### config.mk
export PLATFORM = sky130hd
export DESIGN_NAME = alsu_seq
export DESIGN_NICKNAME = d
export VERILOG_FILES = /design/src/rtl/alsu_pkg.sv /design/src/rtl/alsu_comb.sv /design/src/rtl/alsu_seq.sv
export SDC_FILE = /design/constraint.sdc
export NUM_CORES = 1
export LEC_CHECK = 0
export ABC_AREA = 1
export CORE_ASPECT_RATIO = 1.2
export CORE_MARGIN = 10
export CORE_UTILIZATION = 58
export CTS_BUF_LIST = sky130_fd_sc_hd__clkbuf_16
export DETAILED_ROUTE_END_ITERATION = 8
export PLACE_DENSITY = 0.81
export RECOVER_POWER = 50
export SKIP_CTS_REPAIR_TIMING = 1
export SLEW_MARGIN = 10
export SYNTH_ARGS = -nofsm -noshare
export SYNTH_HDL_FRONTEND = slang
export SYNTH_SLANG_ARGS = --single-unit
### constraint.sdc
create_clock -name clk -period 3.9 [get_ports clk]
set_input_delay 0.78 -clock clk [delete_from_list [all_inputs] [get_ports clk]]
set_output_delay 0.78 -clock clk [all_outputs]
set_load 0.005 [all_outputs]
### src/rtl/alsu_pkg.sv
// alsu shared encodings: Sel fields and FSM states.
// Imported by the datapath and the sequencer.
package alsu_pkg;

  localparam logic [1:0] OP_ARITH = 2'b00;
  localparam logic [1:0] OP_LOGIC = 2'b01;
  localparam logic [1:0] OP_SHR   = 2'b10;
  localparam logic [1:0] OP_SHL   = 2'b11;
  localparam logic [1:0] SUB_MUL  = 2'b11;

  typedef enum logic [1:0] {
    IDLE = 2'b00,
    BUSY = 2'b01,
    DONE = 2'b10
  } state_t;

  function automatic logic is_mul(input logic [3:0] sel);
    return sel[3] & (sel[1:0] == SUB_MUL);
  endfunction

endpackage

### src/rtl/alsu_comb.sv
// Single-cycle arithmetic/logic datapath.
// Produces F, carry and signed overflow.
module alsu_comb
  import alsu_pkg::*;
#(
  parameter int WIDTH = 8
) (
  input  logic [3:0]       sel,
  input  logic [WIDTH-1:0] a,
  input  logic [WIDTH-1:0] b,
  input  logic             ci,
  output logic [WIDTH-1:0] f,
  output logic             co,
  output logic             v
);

  logic [WIDTH-1:0] y;
  logic [WIDTH:0]   sum;

  always_comb begin
    y = '0;
    unique case (sel[1:0])
      2'b00:   y = '0;
      2'b01:   y = b;
      2'b10:   y = ~b;
      default: y = '1;
    endcase
  end

  assign sum = {1'b0, a} + {1'b0, y}
             + {{WIDTH{1'b0}}, ci};

  always_comb begin
    f  = '0;
    co = 1'b0;
    v  = 1'b0;
    if (sel[3:2] == OP_ARITH) begin
      f  = sum[WIDTH-1:0];
      co = sum[WIDTH];
      v  = (a[WIDTH-1] == y[WIDTH-1])
         & (sum[WIDTH-1] != a[WIDTH-1]);
    end else if (sel[3:2] == OP_LOGIC) begin
      unique case (sel[1:0])
        2'b00:   f = a & b;
        2'b01:   f = a | b;
        2'b10:   f = a ^ b;
        default: f = ~a;
      endcase
    end
  end

endmodule

### src/rtl/alsu_seq.sv
// Sequential ALSU: handshakes, serial shifts, shift-add multiply.
// The first shift/multiply step runs on the acceptance edge.
module alsu_seq
  import alsu_pkg::*;
#(
  parameter int WIDTH = 8,
  localparam int SW = $clog2(WIDTH)
) (
  input  logic             clk,
  input  logic             rst_n,
  input  logic             in_valid,
  output logic             in_ready,
  input  logic [3:0]       Sel,
  input  logic [WIDTH-1:0] A,
  input  logic [WIDTH-1:0] B,
  input  logic             Ci,
  input  logic             Ir,
  input  logic             IL,
  input  logic [SW-1:0]    ShAmt,
  output logic             out_valid,
  input  logic             out_ready,
  output logic [WIDTH-1:0] F,
  output logic             Co,
  output logic             Z,
  output logic             N,
  output logic             V
);

  state_t state, state_n;

  logic [3:0]         sel_q;
  logic [WIDTH-1:0]   a_q;
  logic               ir_q, il_q;
  logic [SW-1:0]      cnt;
  logic [WIDTH-1:0]   w;
  logic [2*WIDTH-1:0] acc;

  logic               go, load, single, last, step;
  logic               mul_op;
  logic [3:0]         c_sel;
  logic [WIDTH-1:0]   c_a;
  logic               c_ir, c_il;
  logic [SW-1:0]      rem0;

  logic [WIDTH-1:0]   sh_src, sh_nxt;
  logic               sh_out, fill;
  logic [2*WIDTH-1:0] acc_src, acc_nxt;
  logic [WIDTH:0]     psum;

  logic [WIDTH-1:0]   cf;
  logic               cco, cv;
  logic [WIDTH-1:0]   res_f;
  logic               res_co, res_v;

  alsu_comb #(.WIDTH(WIDTH)) u_comb (
    .sel (Sel),
    .a   (A),
    .b   (B),
    .ci  (Ci),
    .f   (cf),
    .co  (cco),
    .v   (cv)
  );

  assign in_ready  = (state == IDLE)
                   | ((state == DONE) & out_ready);
  assign out_valid = (state == DONE);
  assign go        = in_valid & in_ready;

  assign c_sel  = go ? Sel : sel_q;
  assign c_a    = go ? A   : a_q;
  assign c_ir   = go ? Ir  : ir_q;
  assign c_il   = go ? IL  : il_q;
  assign mul_op = is_mul(c_sel);

  assign single = go & (~Sel[3]
                | (~is_mul(Sel) & (ShAmt == '0)));
  assign rem0   = is_mul(Sel) ? SW'(WIDTH - 1)
                              : ShAmt - 1'b1;
  assign last   = go ? (rem0 == '0) : (cnt == SW'(1));
  assign step   = go | (state == BUSY);

  // one serial shift step; sh_out is the exiting bit
  assign sh_src = go ? A : w;

  always_comb begin
    fill   = 1'b0;
    sh_out = 1'b0;
    sh_nxt = sh_src;
    if (c_sel[2]) begin
      sh_out = sh_src[WIDTH-1];
      fill   = c_sel[1] ? sh_src[WIDTH-1] : c_il;
      sh_nxt = {sh_src[WIDTH-2:0], fill};
    end else begin
      sh_out = sh_src[0];
      unique case (c_sel[1:0])
        2'b00:   fill = c_ir;
        2'b01:   fill = sh_src[WIDTH-1];
        default: fill = sh_src[0];
      endcase
      sh_nxt = {fill, sh_src[WIDTH-1:1]};
    end
  end

  // {hi, lo}: lo starts as B and is consumed LSB first
  assign acc_src = go ? {{WIDTH{1'b0}}, B} : acc;
  assign psum    = {1'b0, acc_src[2*WIDTH-1:WIDTH]}
                 + (acc_src[0] ? {1'b0, c_a}
                               : {(WIDTH+1){1'b0}});
  assign acc_nxt = {psum, acc_src[WIDTH-1:1]};

  always_comb begin
    state_n = state;
    load    = 1'b0;
    unique case (state)
      IDLE, DONE: begin
        if ((state == DONE) && out_ready)
          state_n = IDLE;
        if (go) begin
          if (single || last) begin
            state_n = DONE;
            load    = 1'b1;
          end else begin
            state_n = BUSY;
          end
        end
      end
      BUSY: begin
        if (last) begin
          state_n = DONE;
          load    = 1'b1;
        end
      end
      default: state_n = IDLE;
    endcase
  end

  always_comb begin
    res_f  = sh_nxt;
    res_co = sh_out;
    res_v  = 1'b0;
    unique case (1'b1)
      single & ~Sel[3]: begin
        res_f  = cf;
        res_co = cco;
        res_v  = cv;
      end
      single & Sel[3]: begin
        res_f  = A;
        res_co = 1'b0;
      end
      mul_op: begin
        res_f  = acc_nxt[WIDTH-1:0];
        res_co = |acc_nxt[2*WIDTH-1:WIDTH];
      end
      default: ;
    endcase
  end

  always_ff @(posedge clk) begin
    if (!rst_n) begin
      state <= IDLE;
      sel_q <= '0;
      a_q   <= '0;
      ir_q  <= 1'b0;
      il_q  <= 1'b0;
      cnt   <= '0;
      w     <= '0;
      acc   <= '0;
      F     <= '0;
      Co    <= 1'b0;
      Z     <= 1'b0;
      N     <= 1'b0;
      V     <= 1'b0;
    end else begin
      state <= state_n;
      if (go) begin
        sel_q <= Sel;
        a_q   <= A;
        ir_q  <= Ir;
        il_q  <= IL;
      end
      if (step) begin
        w   <= sh_nxt;
        acc <= acc_nxt;
        cnt <= go ? rem0 : cnt - 1'b1;
      end
      if (load) begin
        F  <= res_f;
        Co <= res_co;
        V  <= res_v;
        Z  <= (res_f == '0);
        N  <= res_f[WIDTH-1];
      end
    end
  end

endmodule

# Yosys cells after proc, flatten, opt, wreduce, memory -nomap -nowiden
# Cells that the tools add are included.
[classes]
bitwise = 19
n_eq_ne = 13
add_sub_neg = 5
mux = 32
reduce_logical = 12
[ops]
columns = ["cell", "n"]
rows = [
  ["8-bit one-hot mux with 3 select lines", 3],
  ["8-bit two-way mux", 6],
  ["8-bit by 8-bit adder with 9-bit output", 2],
  ["16-bit two-way mux", 1],
  ["8-bit NOT", 2],
  ["1-bit two-way mux", 11],
  ["9-bit by 1-bit adder with 9-bit output", 1],
  ["1-bit AND", 9],
  ["8-bit AND", 1],
  ["2-bit by 1-bit == test with 1-bit output, second input constant", 4],
  ["2-bit == test, second input constant", 4],
  ["2-bit logical NOT", 4],
  ["8-bit logical NOT", 1],
  ["2-bit two-way mux", 4],
  ["8-bit OR", 1],
  ["8-bit OR reduction", 1],
  ["8-bit XOR", 1],
  ["3-bit logical NOT", 2],
  ["3-bit two-way mux", 2],
  ["3-bit by 1-bit subtractor with 3-bit output, second input constant", 2],
  ["4-bit two-way mux", 1],
  ["1-bit one-hot mux with 2 select lines", 2],
  ["2-bit one-hot mux with 2 select lines", 1],
  ["3-bit by 1-bit == test with 1-bit output, second input constant", 1],
  ["11 further kinds", 14],
]
[totals]
regBits = 55
output_inout_bits = 14
inputBits = 30

# Logic depth before layout (Yosys ltp)
[logic_depth]
depth_word = 10
ltp_mapped = 21
ltp_nobuf = 19

# By module
# Synthesis repeated with hierarchy kept, for this count alone.
[hier_totals]
cells_unflattened = 697
area_unflattened_um2 = 4469.3
[modules_own_cells]
columns = ["module", "cells_each", "instances", "seq_area_each_um2", "area_per_inst_um2"]
rows = [
  ["alsu_seq", 512, 1, 1081.0, 3372.0],
  ["alsu_comb", 185, 1, 0.0, 1097.3],
]

# Worst setup path after synthesis
# No wires, ideal clock.
[synth_timing]
path_kind = "in2reg"
start = "input port out_ready"
end = "register Co"
t_arrival_ns = 3.169
setup_ns = 0.117
path_slack_ns = 0.614
stages = 18
path_cell_list = "inv_1 nand2_4 nand3_4 buf_12 buf_6 clkbuf_1 nand2_1 inv_1 ha_1 inv_1 fa_1 o21ai_0 a21boi_0 xor2_1 nor2_1 nand3_1 a21oi_1 nor2_1"
[synth_between]
elab_chain_len = 8
elab_cells_between_ends = 23
[synth_lines]
columns = ["element", "line_no", "source"]
rows = [
  ["start, declared", "alsu_seq.sv:21", "input logic out_ready,"],
  ["1-bit AND (*)", "alsu_seq.sv:66", "| ((state == DONE) & out_ready);"],
  ["1-bit OR (*)", "alsu_seq.sv:66", ""],
  ["1-bit AND (*)", "alsu_seq.sv:68", "assign go = in_valid & in_ready;"],
  ["8-bit two-way mux (tied with other cells)", "-", ""],
  ["8-bit two-way mux / 1-bit logical OR (equally long branches)", "alsu_seq.sv:108, alsu_seq.sv:120", ""],
  ["8-bit by 8-bit adder with 9-bit output / 1-bit two-way mux (equally long branches)", "alsu_seq.sv:108, alsu_seq.sv:120", ""],
  ["8-bit OR reduction / 1-bit two-way mux (equally long branches)", "alsu_seq.sv:154, alsu_seq.sv:119", ""],
  ["1-bit one-hot mux with 3 select lines / 1-bit one-hot mux with 2 select lines (equally long branches)", "alsu_seq.sv:142, alsu_seq.sv:115", ""],
  ["end signal, assigned", "alsu_seq.sv:190", "Co <= res_co;"],
  ["end, declared", "alsu_seq.sv:23", "output logic Co,"],
]
# Mark *: on every way between the ends. The rest lies on a longest branch, timed or not.
# A chain may end at the register's enable or synchronous reset.

# Final worst setup path
[layout_timing]
start = "input port in_valid"
end = "register Co"
[layout_between]
elab_chain_len = 6
elab_cells_between_ends = 21
[layout_lines]
columns = ["element", "line_no", "source"]
rows = [
  ["start, declared", "alsu_seq.sv:11", "input logic in_valid,"],
  ["1-bit AND (*)", "alsu_seq.sv:68", ""],
  ["8-bit two-way mux (tied with other cells)", "-", ""],
  ["8-bit two-way mux / 1-bit logical OR (equally long branches)", "alsu_seq.sv:108, alsu_seq.sv:120", ""],
  ["8-bit by 8-bit adder with 9-bit output / 1-bit two-way mux (equally long branches)", "alsu_seq.sv:108, alsu_seq.sv:120", ""],
  ["8-bit OR reduction / 1-bit two-way mux (equally long branches)", "alsu_seq.sv:154, alsu_seq.sv:119", ""],
  ["1-bit one-hot mux with 3 select lines / 1-bit one-hot mux with 2 select lines (equally long branches)", "alsu_seq.sv:142, alsu_seq.sv:115", ""],
]
# Marked as above.

==> results.txt <==
* Design Power: 1.94 mW
- DR WL/cell: 15.8 um
- Post-Synthesis Cells: 689
- Buffers on Ports: 43
- The number of placed instances, taps included, is 812.
* Sequential cell area: 0.00108 mm^2
- The initial antenna violation count is 0.
* Post-synth design cell area: 0.00447 mm^2
* Worst Hold Class: reg -> reg
* Gpl congestion: 0.947
- The clock tree synthesis step divided the H-tree into 2 levels.
* Worst vdd rail ir drop: 324 uV
- Of all cell types, the one taking the most synthesized area is dfxtp_1.
- Via density: 5.66
* Worst endpoint data arrival time: 3660 ps
* Mean instance size in the synthesized netlist: 6.49 um^2
- Leakage power: 2.71 nW
- Commonest cells in the synthesized netlist: 169 x nand2_1, 99 x inv_1, 63 x nor2_1
* TritonCTS clock tree: yes
- DR vias: 4644
- Remaining antenna violation count after routing: 0
* Post-route minimum period: 3480 ps
- Area Overhead vs Synth: 15.0%
- The run finished with clean final reports.
* Unrepaired setup endpoints after global routing: false
- For the final routed database, the setup TNS stands at 0 ps.
* Number of warnings printed during yosys synthesis: 0
- Along the worst path, the maximum fanout reaches 17.
- Max_cap viols: 0
- Fill cells: 687
* Met3 wire length: 632 um
- Clock input transition at the sequential cells of the worst setup and hold paths: 70 ps
- For this design the ratio of total power to cell area is 377 mW/mm^2.
- EDFF count, synth: 0
- Seq/Total Area, Yosys: 24.2%
- Signal routing reaches up to met4.
- Area used by multi-input combinational logic: 0.00281 mm^2
- After synthesis the netlist holds a flip-flop and latch count of 54.
- Metal1 wirelength: 5.41 mm
- Number of remaining DRC errors: 0
- The critical path starts at in_valid.
* Max transition margin: 57.2%
- Yosys top cell area share: 24.2%
- Sum of net half-perimeters after detailed placement: 10.3 mm
- The count of final hold-check violations is 0.
- Worst clock skew on the final layout: 6.55 ps
* Via count of the first global-routing pass: 4609
- The finished layout holds 820 standard cells, fillers aside.
* Hold wc startpoint: acc[7]
* Final routed wirelength across all metal layers: 13.0 mm
- The worst setup path is captured at a register.
- 0 antenna diodes ended up in the layout.
- Wire segments on met2 add up to 6.33 mm in the final route.
- Required time at the endpoint of the critical path: 4080 ps
- Clock tree synthesis found a total of 54 sinks.
* Remaining Overflow, GRT: 0
- STA classifies the critical path startpoint as an input port.
- Of the available clock period, the critical path in the final layout requires 89.2%.
- Utilization after layout: 67.5%
- The number of nets in the synthesized netlist is 757.
* Total die area: 0.0116 mm^2
- Max Buffers Root-to-Sink: 2
* Layout cells sized above 1: 8.52%
* Cell row count: 35
* Highest clock frequency the design can meet: 0.287 GHz
- Pins Over Slew Limit: 0
- From bottom edge to top edge, the die measures 116 um.
- Final setup violation count: 0
- Die boundary width: 100 um
* Net count reported at finish: 795
- The worst setup path is of the in -> reg kind.
- Total CTS buffers: 5
* Clock latency of the later-clocked register in the worst-skew pair: 290 ps
- Before antenna repair, the detailed router went through 4 iterations.
* DRT iter0 DRCs: 270
* Area contributors post-synth: dfxtp_1 24%, nand2_1 14%, ha_1 9.8%
- 44 I/O pins were placed.
- Entering global routing, the biggest net connects 40 pins.
- The startpoint identified for the worst register-to-register timing path is state[0].
* Main flop type after synthesis: dfxtp_1
- Synth unique cells: 40
* Async set-or-reset flop fraction in the synthesized netlist: 0%
- The first global-routing pass estimated 21.4 mm of wire.
* Total GRT Usage: 22.5%
- nand2_1 is the most common cell in the netlist.
- The floorplan step defined a core boundary enclosing 0.00762 mm^2.
- The finished cells cover 0.00514 mm^2.
* Master cell of the clock root buffer: clkbuf_16
- The placed instances occupy a cell area of 0.00496 mm^2.
- Slew of the pin with the lowest slew margin: 638 ps
- Starting density of the core: 58.7%
-- sequential cells by signal, indices dropped and copies added, names as in the netlist, 2 cells and up --
register / cells
w: 8
acc: 16
state: 2
cnt: 3
sel_q: 4
F: 8
a_q: 8
-- final cells by class --
| type | instances | area share [%] |
|---|---|---|
| multi-input combinational | 501 | 54.7 |
| timing repair buffer | 58 | 10.5 |
| tap | 92 | 2.24 |
| inverter | 107 | 7.88 |
| clock buffer | 5 | 2.43 |
| sequential | 54 | 21.0 |
| clock inverter | 3 | 1.24 |
-- metal layers --
metal,up-vias,track usage (%)
met5,-,0
met4,0,12.1
met3,42,3.14
met2,157,39.6
met1,2140,25.6
li1,2305,-
-- kinds of logic after synthesis --
group	count (synthesis)	synth area share [%]
AND/OR/NAND/NOR	337	34.7
buffers and inverters	134	13.0
AO/OA/AOI/OAI	120	15.9
flip-flops	54	24.2
adder cells (fa/ha/maj)	38	11.1
XOR/XNOR	6	1.17
-- cells in the final DEF, fill, tap and decap left out, drive strengths merged --
master | netlist | routed
clkdlybuf4s50 | 0 | 29
dfxtp | 54 | 54
o211ai | 13 | 13
a21oi | 26 | 26
buf | 19 | 14
nor2 | 69 | 69
nand3 | 50 | 50
a21boi | 5 | 5
bufinv | 0 | 2
nand4 | 28 | 28
o21ai | 59 | 59
o2111ai | 1 | 1
nand2 | 183 | 183
xor2 | 6 | 6
o211a | 1 | 1
dlygate4sd3 | 0 | 14
clkinv | 2 | 3
o21bai | 7 | 7
inv | 105 | 105
nand3b | 4 | 4
nor3 | 1 | 1
clkbuf | 8 | 6
a31oi | 6 | 6
fa | 3 | 3
ha | 35 | 35
a211oi | 2 | 2
or2 | 2 | 2
-- final timing paths --
path,endpoint,slack (ps),cells after the start
hold / removal,acc[7],470,2
hold reg to reg,acc[7],470,2
setup reg to reg,Co,970,15
setup / recovery,Co,420,16
-- critical path, stage by stage --
cell	delay (ps)
clkdlybuf4s50_1	560
buf_4	250
nand4_1	200
o21ai_0	180
nand2_1	80
inv_1	60
ha_1	160
inv_1	60
fa_1	420
o21ai_1	250
a21boi_1	140
xor2_1	170
nor2_1	100
nand3_1	80
a21oi_1	130
nor2_1	50
-- where the power goes --
part           total, mW  internal [mW]  switching [mW]
combinational      0.708          0.259           0.449
clock              0.568          0.366           0.203
sequential         0.660          0.623          0.0372
total               1.94           1.25           0.689
-- per-stage QoR --
| step | setup WS (ps) | hold WS, ps |
|---|---|---|
| final | 420 | 466 |
| after CTS | 304 | 467 |
| after floorplan | 614 | 430 |
| after detailed placement | 61.4 | 457 |
| after global routing | 47.5 | 501 |
| after global placement | 137 | 438 |
Power figures use the tool's default switching activity.
